[config.mk]
export PLATFORM = sky130hd
export DESIGN_NAME = cpu_sequencer
export DESIGN_NICKNAME = d
export VERILOG_FILES = /design/src/rtl/cpu_sequencer.sv
export SDC_FILE = /design/constraint.sdc
export NUM_CORES = 1
export LEC_CHECK = 0
export BUFFER_PORTS_ARGS = -buffer_cell sky130_fd_sc_hd__buf_2
export CORE_AREA = 2 2 39 41
export CTS_CLUSTER_SIZE = 24
export DETAILED_ROUTE_END_ITERATION = 8
export DIE_AREA = 0 0 41 43
export GPL_ROUTABILITY_DRIVEN = 0
export PLACE_DENSITY = 0.51
export RECOVER_POWER = 50
export SYNTH_ARGS = -nofsm -noshare
export SYNTH_HDL_FRONTEND = slang
export SYNTH_SLANG_ARGS = --single-unit
[constraint.sdc]
create_clock -name clk -period 3.3 [get_ports clk]
set_input_delay 0.66 -clock clk [delete_from_list [all_inputs] [get_ports clk]]
set_output_delay 0.66 -clock clk [all_outputs]
set_load 0.02 [all_outputs]
[src/rtl/cpu_sequencer.sv]
// cpu_sequencer: eight-phase control FSM for the 8-bit RISC CPU (fetch, decode, operand, execute/store).
// Optional macro SEQ_SINGLE_STEP_EN adds a `step` input that gates the start of each instruction.
module cpu_sequencer (
    input  logic       clk,
    input  logic       rst_n,
`ifdef SEQ_SINGLE_STEP_EN
    input  logic       step,
`endif
    input  logic [2:0] opcode,
    input  logic       zero,
    output logic       sel,
    output logic       rd,
    output logic       ld_ir,
    output logic       inc_pc,
    output logic       ld_pc,
    output logic       ld_ac,
    output logic       wr,
    output logic       data_e,
    output logic       halt
);

    localparam int unsigned PHASE_W = 3;

    localparam logic [2:0] PH_INST_ADDR  = 3'd0;
    localparam logic [2:0] PH_INST_FETCH = 3'd1;
    localparam logic [2:0] PH_INST_LOAD  = 3'd2;
    localparam logic [2:0] PH_IDLE       = 3'd3;
    localparam logic [2:0] PH_OP_ADDR    = 3'd4;
    localparam logic [2:0] PH_OP_FETCH   = 3'd5;
    localparam logic [2:0] PH_ALU_OP     = 3'd6;
    localparam logic [2:0] PH_STORE      = 3'd7;

    localparam logic [2:0] OP_HLT = 3'd0;
    localparam logic [2:0] OP_SKZ = 3'd1;
    localparam logic [2:0] OP_ADD = 3'd2;
    localparam logic [2:0] OP_AND = 3'd3;
    localparam logic [2:0] OP_XOR = 3'd4;
    localparam logic [2:0] OP_LDA = 3'd5;
    localparam logic [2:0] OP_STO = 3'd6;
    localparam logic [2:0] OP_JMP = 3'd7;

    logic [PHASE_W-1:0] phase_q, phase_d;
    logic               halted_q, halted_d;
    logic               advance;
    logic               alu_op;
    logic               is_sto;
    logic               is_jmp;
    logic               is_hlt;
    logic               is_skz;

    always_ff @(posedge clk or negedge rst_n) begin
        if (!rst_n) begin
            phase_q  <= PH_INST_ADDR;
            halted_q <= 1'b0;
        end else begin
            phase_q  <= phase_d;
            halted_q <= halted_d;
        end
    end

    // Next state: HLT in OP_ADDR latches halted and freezes the phase until reset.
    always_comb begin
        phase_d  = phase_q;
        halted_d = halted_q;
        advance  = 1'b1;
`ifdef SEQ_SINGLE_STEP_EN
        if (phase_q == PH_INST_ADDR && !step) begin
            advance = 1'b0;
        end
`endif
        if (!halted_q) begin
            if (phase_q == PH_OP_ADDR && opcode == OP_HLT) begin
                halted_d = 1'b1;
            end else if (advance) begin
                phase_d = phase_q + PHASE_W'(1);
            end
        end
    end

    assign alu_op = (opcode == OP_ADD) || (opcode == OP_AND) ||
                    (opcode == OP_XOR) || (opcode == OP_LDA);
    assign is_sto = (opcode == OP_STO);
    assign is_jmp = (opcode == OP_JMP);
    assign is_hlt = (opcode == OP_HLT);
    assign is_skz = (opcode == OP_SKZ);

    // Output decode; data_e leads wr by one phase so the bus is stable at the write edge.
    always_comb begin
        sel    = 1'b0;
        rd     = 1'b0;
        ld_ir  = 1'b0;
        inc_pc = 1'b0;
        ld_pc  = 1'b0;
        ld_ac  = 1'b0;
        wr     = 1'b0;
        data_e = 1'b0;
        halt   = 1'b0;
        if (halted_q) begin
            halt = 1'b1;
        end else begin
            case (phase_q)
                PH_INST_ADDR: begin
                    sel = 1'b1;
                end
                PH_INST_FETCH: begin
                    sel = 1'b1;
                    rd  = 1'b1;
                end
                PH_INST_LOAD, PH_IDLE: begin
                    sel   = 1'b1;
                    rd    = 1'b1;
                    ld_ir = 1'b1;
                end
                PH_OP_ADDR: begin
                    inc_pc = 1'b1;
                    halt   = is_hlt;
                end
                PH_OP_FETCH: begin
                    rd = alu_op;
                end
                PH_ALU_OP: begin
                    rd     = alu_op;
                    inc_pc = is_skz && zero;
                    ld_pc  = is_jmp;
                    data_e = is_sto;
                end
                PH_STORE: begin
                    rd     = alu_op;
                    ld_ac  = alu_op;
                    ld_pc  = is_jmp;
                    wr     = is_sto;
                    data_e = is_sto;
                end
                default: begin
                    sel = 1'b1;
                end
            endcase
        end
    end

endmodule

# Word-level counts from Yosys, hierarchy flattened
# Cells that the tools add are included.
[totals] reg_bits=4 latch_bits=0 ram_bits=0 mem_bits_ro=0 inputBits=6 output_inout_bits=9 wordCells=52 n_memories=0
[op_classes] n_addsub=1 n_mul=0 div_mod_pow=0 order_cmp=0 n_eq_ne=14 shifts=0 n_mux=20 bitwise=2 reduce_logical=13
[ops] operator="equality test 3 bit (second input constant)" count=8
[ops] operator="two-way mux 1 bit" count=18
[ops] operator="equality test 3 x 2 -> 1 bit (second input constant)" count=4
[ops] operator="equality test 3 x 1 -> 1 bit (second input constant)" count=2
[ops] operator="zero test 3 bit" count=2
[ops] operator="OR reduction 3 bit" count=2
[ops] operator="one-hot mux 1 bit (2 select lines)" count=2
[ops] operator="OR reduction 2 bit" count=2
[ops] operator="OR reduction 4 bit" count=1
[ops] operator="adder 3 x 1 -> 3 bit (second input constant)" count=1
[ops] operator="logical OR 1 bit" count=3
[ops] operator="logical AND 1 bit" count=2
[ops] operator="NOT 1 bit" count=2
[ops] operator="AND reduction 2 bit" count=1

# Depth between registers and ports, before layout
[logic_depth] word_depth=6 mapped_depth=5 mapped_depth_nobuf=5

# Least setup slack after synthesis
# OpenSTA, ideal clock, no wires.
[synth_timing] path_type="register -> output" startpoint="reg phase_q[0]" endpoint="out ld_pc" arrival_ns=1.560 t_required_ns=2.640 slack_ns=1.080 stages_incl_launch_ff=5 n_path_buf=0 path_cell_list="dfrtp_1 -> inv_1 -> ha_1 -> a21oi_1 -> nor4b_1"
[synth_between] elab_chain_len=4 elab_cells_between_ends=5 classes_between="eq/ne (2); mux (2); reduce/logical (1)"
[synth_lines] item="from (decl)" line_no="42" source="logic [PHASE_W-1:0] phase_q, phase_d;"
[synth_lines] item="from (signal assigned)" line_no="56" source="phase_q <= phase_d;"
[synth_lines] item="equality test 3 bit" line_no="101" source="case (phase_q)"
[synth_lines] item="OR reduction 2 bit (no source line) (*)"
[synth_lines] item="two-way mux 1 bit (*)" line_no="101"
[synth_lines] item="two-way mux 1 bit (*)" line_no="98" source="if (halted_q) begin"
[synth_lines] item="to (decl)" line_no="15" source="output logic ld_pc,"
# Every way passes the cells marked *; elsewhere a longest branch is shown, timed or not.

# Worst setup path after layout
[layout_timing] startpoint="reg phase_q[0]" endpoint="out halt"
[layout_between] elab_chain_len=3
[layout_lines] item="equality test 3 bit" line_no="101"
[layout_lines] item="two-way mux 1 bit" line_no="101"
[layout_lines] item="two-way mux 1 bit" line_no="98"
[layout_lines] item="to (decl)" line_no="19" source="output logic halt"
# Every way passes these cells.

==> run_results.csv <==
group,metric,value,unit
worst_setup_path,crit_path_start_kind,"flip-flop",
sta,fmax,0.410,GHz
yosys,synth_cells,42,
floorplanning,ios,15,
clock_network,cts_tree,"yes",
worst_setup_path,slowest_delay,0.39,ns
layout,utilization,34.1,%
clock_network,clock-root-buffer,"clkbuf_4",
worst_setup_path,slowest_stage,"dfrtp_1",
floorplanning,die_w,41,um
placed_design,port_buffers,14,
sta,holdWs,0.253,ns
worst_setup_path,worstPathArrival,1.78,ns
clock_network,cts_setup_buffers,0,
detailed_routing,route.detailed.drc,0,
clock_network,cts_sinks,4,
worst_setup_path,critPathBufInv,3,
worst_setup_path,crit_path_frequent_cell,"inv_1",
clock_network,clk_latency,0.23,ns
layout,fin_area,472,um^2
floorplanning,design.core.area,0.00138,mm^2
clock_network,post_cts_resized,0,
global_route,grt_overflow,0,
worst_setup_path,critPathTopFamily,"buffers and inverters",
floorplanning,num_rows,14,
sta,rsz0062_at_grt,"false",
worst_setup_path,required,2.64,ns
yosys,synth_nets,55,
detailed_routing,firstDrtPassIters,2,
detailed_routing,drtIter0Drc,5,
detailed_routing,vias,342,
floorplanning,die-area,0.00176,mm^2
detailed_routing,post_drt_wl_per_cell,9.76,um
detailed_routing,wl,722,um
flow_run,max_cap_viol_count,0,
detailed_routing,antenna_left,0,
yosys,syn_area_per_cell,9.00,um^2
clock_network,cts_htree_levels,1,
yosys,seq_area_frac_synth,26.5,%
layout,n_antenna_cell,0,
yosys,synth-seq-cells,4,
worst_setup_path,setup.worst_path.end_class,"primary output",
pwr,power.density,951,mW/mm^2
layout,drive_gt1_share,29.3,%
clock_network,cts_buffer_depth,2,
pwr,leakagePower,0.239,nW
detailed_routing,vias_per_cell,4.62,
clock_network,clk_pin_slew,0.03,ns
floorplanning,die_y,43,um
placed_design,dpl_cell_area,464,um^2
layout,fillerInstances,152,
sta,final-setup-viol-count,0,
global_route,grt_usage,10.9,%
global_route,first_global_vias,334,
worst_setup_path,cp_cell_sequence,"inv_1 -> ha_1 -> nor4b_1 -> a21oi_1 -> inv_1 -> buf_2",
global_route,grt_pass1_wl,1.32,mm
pwr,ir_drop,0.000420,V
worst_hold_path,hold_path_class,"in -> async",
sta,slew_viol_final,0,
placed_design,dpl.hpwl,625,um
clock_network,hold_buffers,0,
sta,fin_crit,2.44,ns
worst_setup_path,path_max_fanout,4,
sta,finalSetupTns,0,ns
sta,fin_crit_sh,73.8,%
worst_setup_path,critPathKind,"reg -> out",
layout,layout.nets,73,
yosys,yosysWarnings,0,
outcome,status,"finished, final reports clean",
global_route,antenna_found_initial,0,
clock_network,numCtsBuffers,3,
layout,area_growth,24.8,%
sta,tightest_slew,0.348,ns
yosys,syn-cell-area,378,um^2
global_route,grt_max_degree,12,
sta,hold_violations,0,
sta,maxSlewHeadroom,76.5,%
floorplanning,initial_core_util,27.3,%
yosys,ys_types,20,
sta,fin_skew,0.000421,ns
[metal layers]
layer / wire [um] / up-vias / track usage, %
met1: 357 / 151 / 14.4
met4: 0 / 0 / 8.00
li1: - / 180 / -
met3: 43 / 0 / 0
met5: 0 / - / 0
met2: 321 / 11 / 16.3
[cells by family (layout without fill, tap and decap cells)]
family | after synthesis | after routing | share of synthesized area (%)
adder cells (fa/ha/maj) | 7 | 7 | 23.2
buffers and inverters | 5 | 21 | 4.96
flip-flops | 4 | 4 | 26.5
AO/OA/AOI/OAI | 10 | 10 | 16.2
XOR/XNOR | 2 | 2 | 4.64
multiplexers | 1 | 1 | 3.97
AND/OR/NAND/NOR | 13 | 13 | 20.5
[worst register-to-register path: stages (launching register included)]
cell     delay (ns)
dfrtp_1        0.39
inv_1          0.14
ha_1           0.22
nor4b_1        0.33
a21oi_1        0.20
mux2_1         0.34
[report_power, final]
part | internal [W] | leakage [nW] | switching [W] | total, W
Clock | 0.0000405 | 0.0138 | 0.0000172 | 0.0000577
Combinational | 0.000113 | 0.178 | 0.000166 | 0.000279
Sequential | 0.0000765 | 0.0468 | 0.0000358 | 0.000112
[area by class of cell]
class                      count  area (um^2)  share of cell area (%)
multi-input combinational     33          245                    52.0
sequential                     4          100                    21.2
timing repair buffer          14         68.8                    14.6
clock buffer                   3         22.5                    4.77
tap                           16         20.0                    4.24
inverter                       4         15.0                    3.18
[flip-flops by register name, indices dropped and copies added, names as in the netlist]
signal,count
phase_q,3
halted_q,1
[worst paths after layout]
path / from / to / slack [ns] / cells after the start
max reg2reg: phase_q[0] / phase_q[1] / 1.55 / 5
min: rst_n / halted_q / 0.25 / 1
max: phase_q[0] / halt / 0.86 / 6
min reg2reg: phase_q[1] / phase_q[1] / 0.56 / 1
max in group asynchronous: rst_n / phase_q[1] / 2.87 / 1
min in group clk: phase_q[1] / phase_q[1] / 0.56 / 1
[Yosys cell counts, drive strengths merged]
cell	number	area, um^2
a21oi	6	33.8
a41oi	1	8.76
clkbuf	1	3.75
dfrtp	4	100
ha	7	87.6
inv	4	15.0
mux2	1	15.0
nand2	2	7.51
nand2b	1	6.26
nor2	3	11.3
nor3	2	10.0
nor4	1	6.26
nor4b	2	23.8
o21ai	2	10.0
o32ai	1	8.76
or2	1	6.26
or3	1	6.26
xnor2	2	17.5
[cell usage in the layout, fill, tap and decap left out, drive strengths merged]
| cell | n |
|---|---|
| a41oi | 1 |
| mux2 | 1 |
| ha | 7 |
| or3 | 1 |
| buf | 13 |
| inv | 4 |
| nor4b | 2 |
| o32ai | 1 |
| nor2 | 3 |
| clkbuf | 4 |
| nand2b | 1 |
| nand2 | 2 |
| o21ai | 2 |
| a21oi | 6 |
| or2 | 1 |
| nor4 | 1 |
| nor3 | 2 |
| dfrtp | 4 |
| xnor2 | 2 |
[per-stage QoR]
stage,cells,setup slack [ns],total power [W]
after floorplan,42,1.08,0.000333
after global placement,71,1.11,0.000414
after detailed placement,71,1.09,0.000414
after CTS,74,0.899,0.000476
after global routing,74,0.688,0.000514
final,74,0.863,0.000449
No activity file was read; power rests on OpenSTA's default activity.
